===== src/rtl/uart_pkg.sv =====
// Shared types and constants for the 8N1 UART receive path.
package uart_pkg;

    typedef enum logic [2:0] {
        IDLE,
        START,
        DATA,
        STOP,
        WAIT_HIGH
    } rx_state_e;

    localparam int OVERSAMPLE = 16;
    localparam int MID_SAMPLE = 7;
    localparam int DATA_BITS  = 8;

    // Rounded clocks per oversample tick
    function automatic int baud_div(input int clk_hz, input int baud);
        return (clk_hz + (baud * OVERSAMPLE) / 2) / (baud * OVERSAMPLE);
    endfunction

endpackage


===== src/rtl/sync_fifo.sv =====
// Single-clock FIFO with first-word-fall-through output.
// Output reads as zero while empty.
module sync_fifo #(
    parameter int WIDTH = 8,
    parameter int DEPTH = 16,
    localparam int AW = (DEPTH > 1) ? $clog2(DEPTH) : 1,
    localparam int LW = $clog2(DEPTH + 1)
) (
    input  logic             clk,
    input  logic             rst,
    input  logic             push,
    input  logic             pop,
    input  logic [WIDTH-1:0] din,
    output logic [WIDTH-1:0] dout,
    output logic             empty,
    output logic             full,
    output logic [LW-1:0]    level
);

    logic [WIDTH-1:0] mem_q [DEPTH];
    logic [AW-1:0]    wr_q, wr_d;
    logic [AW-1:0]    rd_q, rd_d;
    logic [LW-1:0]    cnt_q, cnt_d;
    logic             do_push;
    logic             do_pop;

    assign empty = (cnt_q == '0);
    assign full  = (cnt_q == LW'(DEPTH));
    assign level = cnt_q;
    assign dout  = empty ? '0 : mem_q[rd_q];

    // A pop frees the slot a same-cycle push needs when full
    assign do_pop  = pop & ~empty;
    assign do_push = push & (~full | do_pop);

    always_comb begin
        wr_d  = wr_q;
        rd_d  = rd_q;
        cnt_d = cnt_q + LW'(do_push) - LW'(do_pop);
        if (do_push) wr_d = wr_q + AW'(1);
        if (do_pop)  rd_d = rd_q + AW'(1);
    end

    always_ff @(posedge clk) begin
        if (rst) begin
            wr_q  <= '0;
            rd_q  <= '0;
            cnt_q <= '0;
        end else begin
            wr_q  <= wr_d;
            rd_q  <= rd_d;
            cnt_q <= cnt_d;
        end
    end

    always_ff @(posedge clk) begin
        if (do_push) mem_q[wr_q] <= din;
    end

endmodule


===== src/rtl/uart_rx_fifo.sv =====
// 8N1 UART receiver with 16x oversampling feeding a receive FIFO.
// Sticky overrun and framing flags; set beats clear.
module uart_rx_fifo
    import uart_pkg::*;
#(
    parameter int CLK_HZ     = 50_000_000,
    parameter int BAUD       = 115200,
    parameter int FIFO_DEPTH = 16
) (
    input  logic                              clk_clk,
    input  logic                              reset_reset,
    input  logic                              uart_rxd,
    output logic [7:0]                        rx_data,
    output logic                              rx_valid,
    input  logic                              rx_ready,
    output logic [$clog2(FIFO_DEPTH+1)-1:0]   fifo_level,
    output logic                              overrun,
    output logic                              framing_err,
    input  logic                              clear_err
);

    localparam int DIV = baud_div(CLK_HZ, BAUD);
    localparam int DW  = (DIV > 1) ? $clog2(DIV) : 1;

    logic            sync1_q, sync2_q;
    logic            rxd;
    logic [DW-1:0]   div_q, div_d;
    logic            tick;
    rx_state_e       state_q;
    logic [3:0]      os_q;
    logic [2:0]      bit_q;
    logic [7:0]      shift_q;
    logic            stop_sample;
    logic            push;
    logic            pop;
    logic            fifo_empty;
    logic            fifo_full;
    logic            ovr_q, ovr_d;
    logic            fe_q, fe_d;

    always_ff @(posedge clk_clk) begin
        if (reset_reset) begin
            sync1_q <= 1'b1;
            sync2_q <= 1'b1;
        end else begin
            sync1_q <= uart_rxd;
            sync2_q <= sync1_q;
        end
    end

    assign rxd = sync2_q;

    always_comb begin
        div_d = '0;
        tick  = 1'b0;
        if (state_q != IDLE) begin
            tick  = (div_q == DW'(DIV - 1));
            div_d = tick ? '0 : div_q + DW'(1);
        end
    end

    always_ff @(posedge clk_clk) begin
        if (reset_reset) div_q <= '0;
        else             div_q <= div_d;
    end

    always_ff @(posedge clk_clk) begin
        if (reset_reset) begin
            state_q <= IDLE;
            os_q    <= '0;
            bit_q   <= '0;
            shift_q <= '0;
        end else begin
            unique case (state_q)
                IDLE: begin
                    if (!rxd) begin
                        state_q <= START;
                        os_q    <= '0;
                    end
                end
                START: begin
                    if (tick) begin
                        if (os_q == 4'(MID_SAMPLE)) begin
                            os_q    <= '0;
                            bit_q   <= '0;
                            state_q <= rxd ? IDLE : DATA;
                        end else begin
                            os_q <= os_q + 4'd1;
                        end
                    end
                end
                DATA: begin
                    if (tick) begin
                        os_q <= os_q + 4'd1;
                        if (os_q == 4'(OVERSAMPLE - 1)) begin
                            shift_q <= {rxd, shift_q[7:1]};
                            bit_q   <= bit_q + 3'd1;
                            if (bit_q == 3'(DATA_BITS - 1)) state_q <= STOP;
                        end
                    end
                end
                STOP: begin
                    if (tick) begin
                        os_q <= os_q + 4'd1;
                        if (os_q == 4'(OVERSAMPLE - 1)) begin
                            state_q <= rxd ? IDLE : WAIT_HIGH;
                        end
                    end
                end
                WAIT_HIGH: begin
                    if (rxd) state_q <= IDLE;
                end
                default: state_q <= IDLE;
            endcase
        end
    end

    assign stop_sample = (state_q == STOP) & tick
                       & (os_q == 4'(OVERSAMPLE - 1));
    assign push = stop_sample & rxd;
    assign pop  = ~fifo_empty & rx_ready;

    sync_fifo #(
        .WIDTH(8),
        .DEPTH(FIFO_DEPTH)
    ) u_fifo (
        .clk   (clk_clk),
        .rst   (reset_reset),
        .push  (push),
        .pop   (pop),
        .din   (shift_q),
        .dout  (rx_data),
        .empty (fifo_empty),
        .full  (fifo_full),
        .level (fifo_level)
    );

    always_comb begin
        ovr_d = (ovr_q & ~clear_err) | (push & fifo_full & ~pop);
        fe_d  = (fe_q & ~clear_err) | (stop_sample & ~rxd);
    end

    always_ff @(posedge clk_clk) begin
        if (reset_reset) begin
            ovr_q <= 1'b0;
            fe_q  <= 1'b0;
        end else begin
            ovr_q <= ovr_d;
            fe_q  <= fe_d;
        end
    end

    assign rx_valid    = ~fifo_empty;
    assign overrun     = ovr_q;
    assign framing_err = fe_q;

endmodule


===== config.mk =====
export PLATFORM = sky130hd
export DESIGN_NAME = uart_rx_fifo
export DESIGN_NICKNAME = d
export VERILOG_FILES = /design/src/rtl/uart_pkg.sv /design/src/rtl/sync_fifo.sv /design/src/rtl/uart_rx_fifo.sv
export SDC_FILE = /design/constraint.sdc
export NUM_CORES = 1
export LEC_CHECK = 0
export CAP_MARGIN = 25
export CORE_MARGIN = 2
export CORE_UTILIZATION = 59
export DETAILED_ROUTE_END_ITERATION = 8
export GPL_ROUTABILITY_DRIVEN = 0
export PLACE_DENSITY = 0.77
export SYNTH_ARGS = -nofsm -noshare
export SYNTH_HDL_FRONTEND = slang
export SYNTH_SLANG_ARGS = --single-unit
export TNS_END_PERCENT = 20

===== constraint.sdc =====
create_clock -name clk_clk -period 9.7 [get_ports clk_clk]
set_input_delay 2.91 -clock clk_clk [delete_from_list [all_inputs] [get_ports clk_clk]]
set_output_delay 2.91 -clock clk_clk [all_outputs]
set_load 0.05 [all_outputs]

==> key figures <==
Timing
  • Final TNS setup: 0 ps
  • Final setup fails: 0
  • F_max: about 0.17 GHz
  • Worst rel slew slack: between 40 and 50%
  • Clock Skew: roughly 14 ps
  • RSZ-0062 raised after global routing: false
  • Period utilization: about 60%
  • Hold Fails Final Rpt: 0
  • Least-Margin Pin Slew: around 770 ps
  • Final Critical Period: about 5800 ps
  • Slew Viols, Final: 0

Finish
  • Share of layout cells above drive strength 1: a little under a fifth
  • Most frequent cells in the layout: edfxtp_1 (128), dfxtp_1 (43), mux4_2 (32)
  • Most common cell after layout, fill and taps aside: edfxtp_1
  • Final Cell Area: 0.00811 sq mm
  • Final core utilization: 70.1%
  • Area grow syn2layout: 14.6%
  • Final net count: 509
  • Ant diodes: 0

Synthesis
  • Largest cells by area after synthesis: edfxtp_1 (54%), dfxtp_1 (12%), mux4_2 (10%)
  • Flops & latches, synth: ~170
  • Post-synth top area share: between 50% and 60%
  • Synth Area per Inst: approximately 16 sq um
  • Register area share after synthesis: about two thirds
  • Area leader, netlist: edfxtp_1
  • Number of synthesis warnings: 0
  • Synthesized netlist net count: roughly 480
  • Syn Std Cell Area: approximately 0.0071 sq mm
  • Mapped Cells: approximately 450
  • Yosys cell types: 50

Clocking
  • CTS buffer count: 17
  • Clock Latency Late Sink: roughly 430 ps
  • # resized after CTS: 0
  • CTS tree: done
  • CTS Sinks: around 170
  • Hold-fix buffers, CTS: 0
  • Clock buffer depth: 2
  • Clk slew on worst S/H paths: around 60 ps
  • CTS root buffer: clkbuf_16
  • Post-CTS Setup Bufs: 0
  • H-tree Lvls: 4

Place
  • DP Area: around 0.0075 sq mm
  • Final HPWL DP: between 8 and 9 mm
  • Port Buf Inserts: 20

Critical path
  • Startpoint Class: flip-flop
  • Crit Path Max Fanout: 32
  • Crit path DAT: between 2000 and 3000 ps
  • Worst setup EP type: primary output
  • Data required, critical path: between 6000 and 7000 ps
  • CP Class: flip-flop to primary output

Detailed routing
  • DRT antenna net count: 0
  • Drt wl/cell: 20.9 microns
  • Via/cell ratio: between 6 and 7
  • TritonRoute pass-1 iters: 4
  • Drt initial violations: around 330
  • DRC: 0
  • Routed WL: approximately 13 mm
  • Via count: 3980

Global routing
  • GRT overflow: 0
  • Gr busiest metal: met2
  • Gr usage total: between 20% and 30%
  • Met3 global-route usage: between 5 and 6%
  • Largest net degree at the start of global routing: 33
  • Vias in the first global route: 3983
  • First-pass GRT wire length: 21.6 mm
  • Initial antenna violation count: 0
  • M1 GR Usage: 30.9%
  • GRT met2 Usage: a little over a third

Die
  • Die width: about 110 microns
  • Num rows: 39
  • Core area: around 0.012 sq mm
  • Die Area: roughly 0.013 sq mm
  • Total I/O pin count: 21
  • Die Ht: 114 microns
  • Initial Util: 61.2%

Worst hold path
  • Hold Path Class: flip-flop to flip-flop

Run status
  • Status: finished clean

Power and ir drop
  • Leak: approximately 2.6 nW
  • PwrDens: about 240 mW/mm^2
  • Worst vdd ir: around 230 uV
  • Overall Power: slightly below 2 mW

Run
  • Max Cap Viol: 0
## cells in the mapped netlist, drive strengths merged
| master | number |
|---|---|
| or2 | 2 |
| nand2b | 4 |
| and3 | 2 |
| nor4 | 2 |
| nand3b | 6 |
| or3 | 2 |
| a2111o | 1 |
| xnor2 | 4 |
| a211oi | 17 |
| edfxtp | 128 |
| nor3 | 15 |
| a21oi | 14 |
| xor2 | 5 |
| nor2 | 31 |
| or4b | 1 |
| a21o | 1 |
| o31ai | 3 |
| a31oi | 2 |
| mux4 | 32 |
| o21ai | 8 |
| a2111oi | 2 |
| or4 | 3 |
| clkbuf | 9 |
| or3b | 2 |
| and2 | 2 |
| ha | 16 |
| buf | 16 |
| dfxtp | 44 |
| mux2i | 16 |
| o21a | 1 |
| nand2 | 8 |
| fa | 1 |
| nand3 | 13 |
| o211ai | 1 |
| nand4b | 1 |
| o31a | 1 |
| a311oi | 1 |
| nor4b | 8 |
| nor2b | 12 |
| inv | 16 |
## power breakdown
group	switching (mW)	internal, mW	total [mW]
registers	0.0168	0.797	0.814
clock network	0.275	0.405	0.680
logic	0.287	0.196	0.483
## critical path, stage by stage (launching register included)
cell,delay [ps]
dfxtp_1,310
buf_4,400
mux4_2,330
mux2i_1,100
a211oi_1,430
clkdlybuf4s50_1,890
## layer usage
metal	share of wire, %	routed length [microns]
met3	5.9	788
met2	49	6620
met4	2.3	309
met1	43	5730
met5	0	0
## final timing paths
check / start / endpoint / slack [ps] / depth (start not counted)
worst min register to register: sync1_q / rxd / 420 / 1
worst min-delay path: sync1_q / rxd / 420 / 1
worst max register to register: u_fifo.level[3] / u_fifo.level[4] / 6210 / 14
worst max-delay path: flip-flop / rx_data[7] / 3860 / 5
## cell type report
| cell class | instances | area, sq um |
|---|---|---|
| Sequential cell | 172 | 4730 |
| Fill cell | 756 | 3460 |
| Clock inverter | 14 | 173 |
| Tap cell | 143 | 179 |
| Inverter | 16 | 60.1 |
| Multi-Input combinational cell | 240 | 2180 |
| Clock buffer | 18 | 429 |
| Timing Repair Buffer | 40 | 363 |
## flip-flops by register name (all words and copies together), names as in the netlist, named ones only
register and flops:
state_q 3, framing_err 1, os_q 4, u_fifo.level 5
rxd 1, div_q 5, bit_q 3, sync1_q 1
shift_q 8, u_fifo.mem_q 128, u_fifo.wr_q 4, overrun 1
u_fifo.rd_q 4
## logic make-up (layout without fill, tap and decap cells)
kind of cell	count (synthesis)	count (layout)	synth area share, %
and+or+nand+nor	114	114	9.16
AOI/OAI and AO/OA	52	52	4.92
adders and majority gates	17	17	3.11
buffers and inverters	41	88	2.46
muxes	48	48	12.5
DFF	172	172	66.8
xor gates and xnor gates	9	9	1.11
## stage by stage
stage | worst slack [ps] | hold slack (ps) | std cells
global placement | 3920 | 397 | 610
detailed placement | 3810 | 405 | 610
global route | 3690 | 440 | 643
floorplan | 4350 | 389 | 453
CTS | 3380 | 423 | 642
finish | 3860 | 422 | 643
Note: power is estimated with default switching activity, not from simulation.
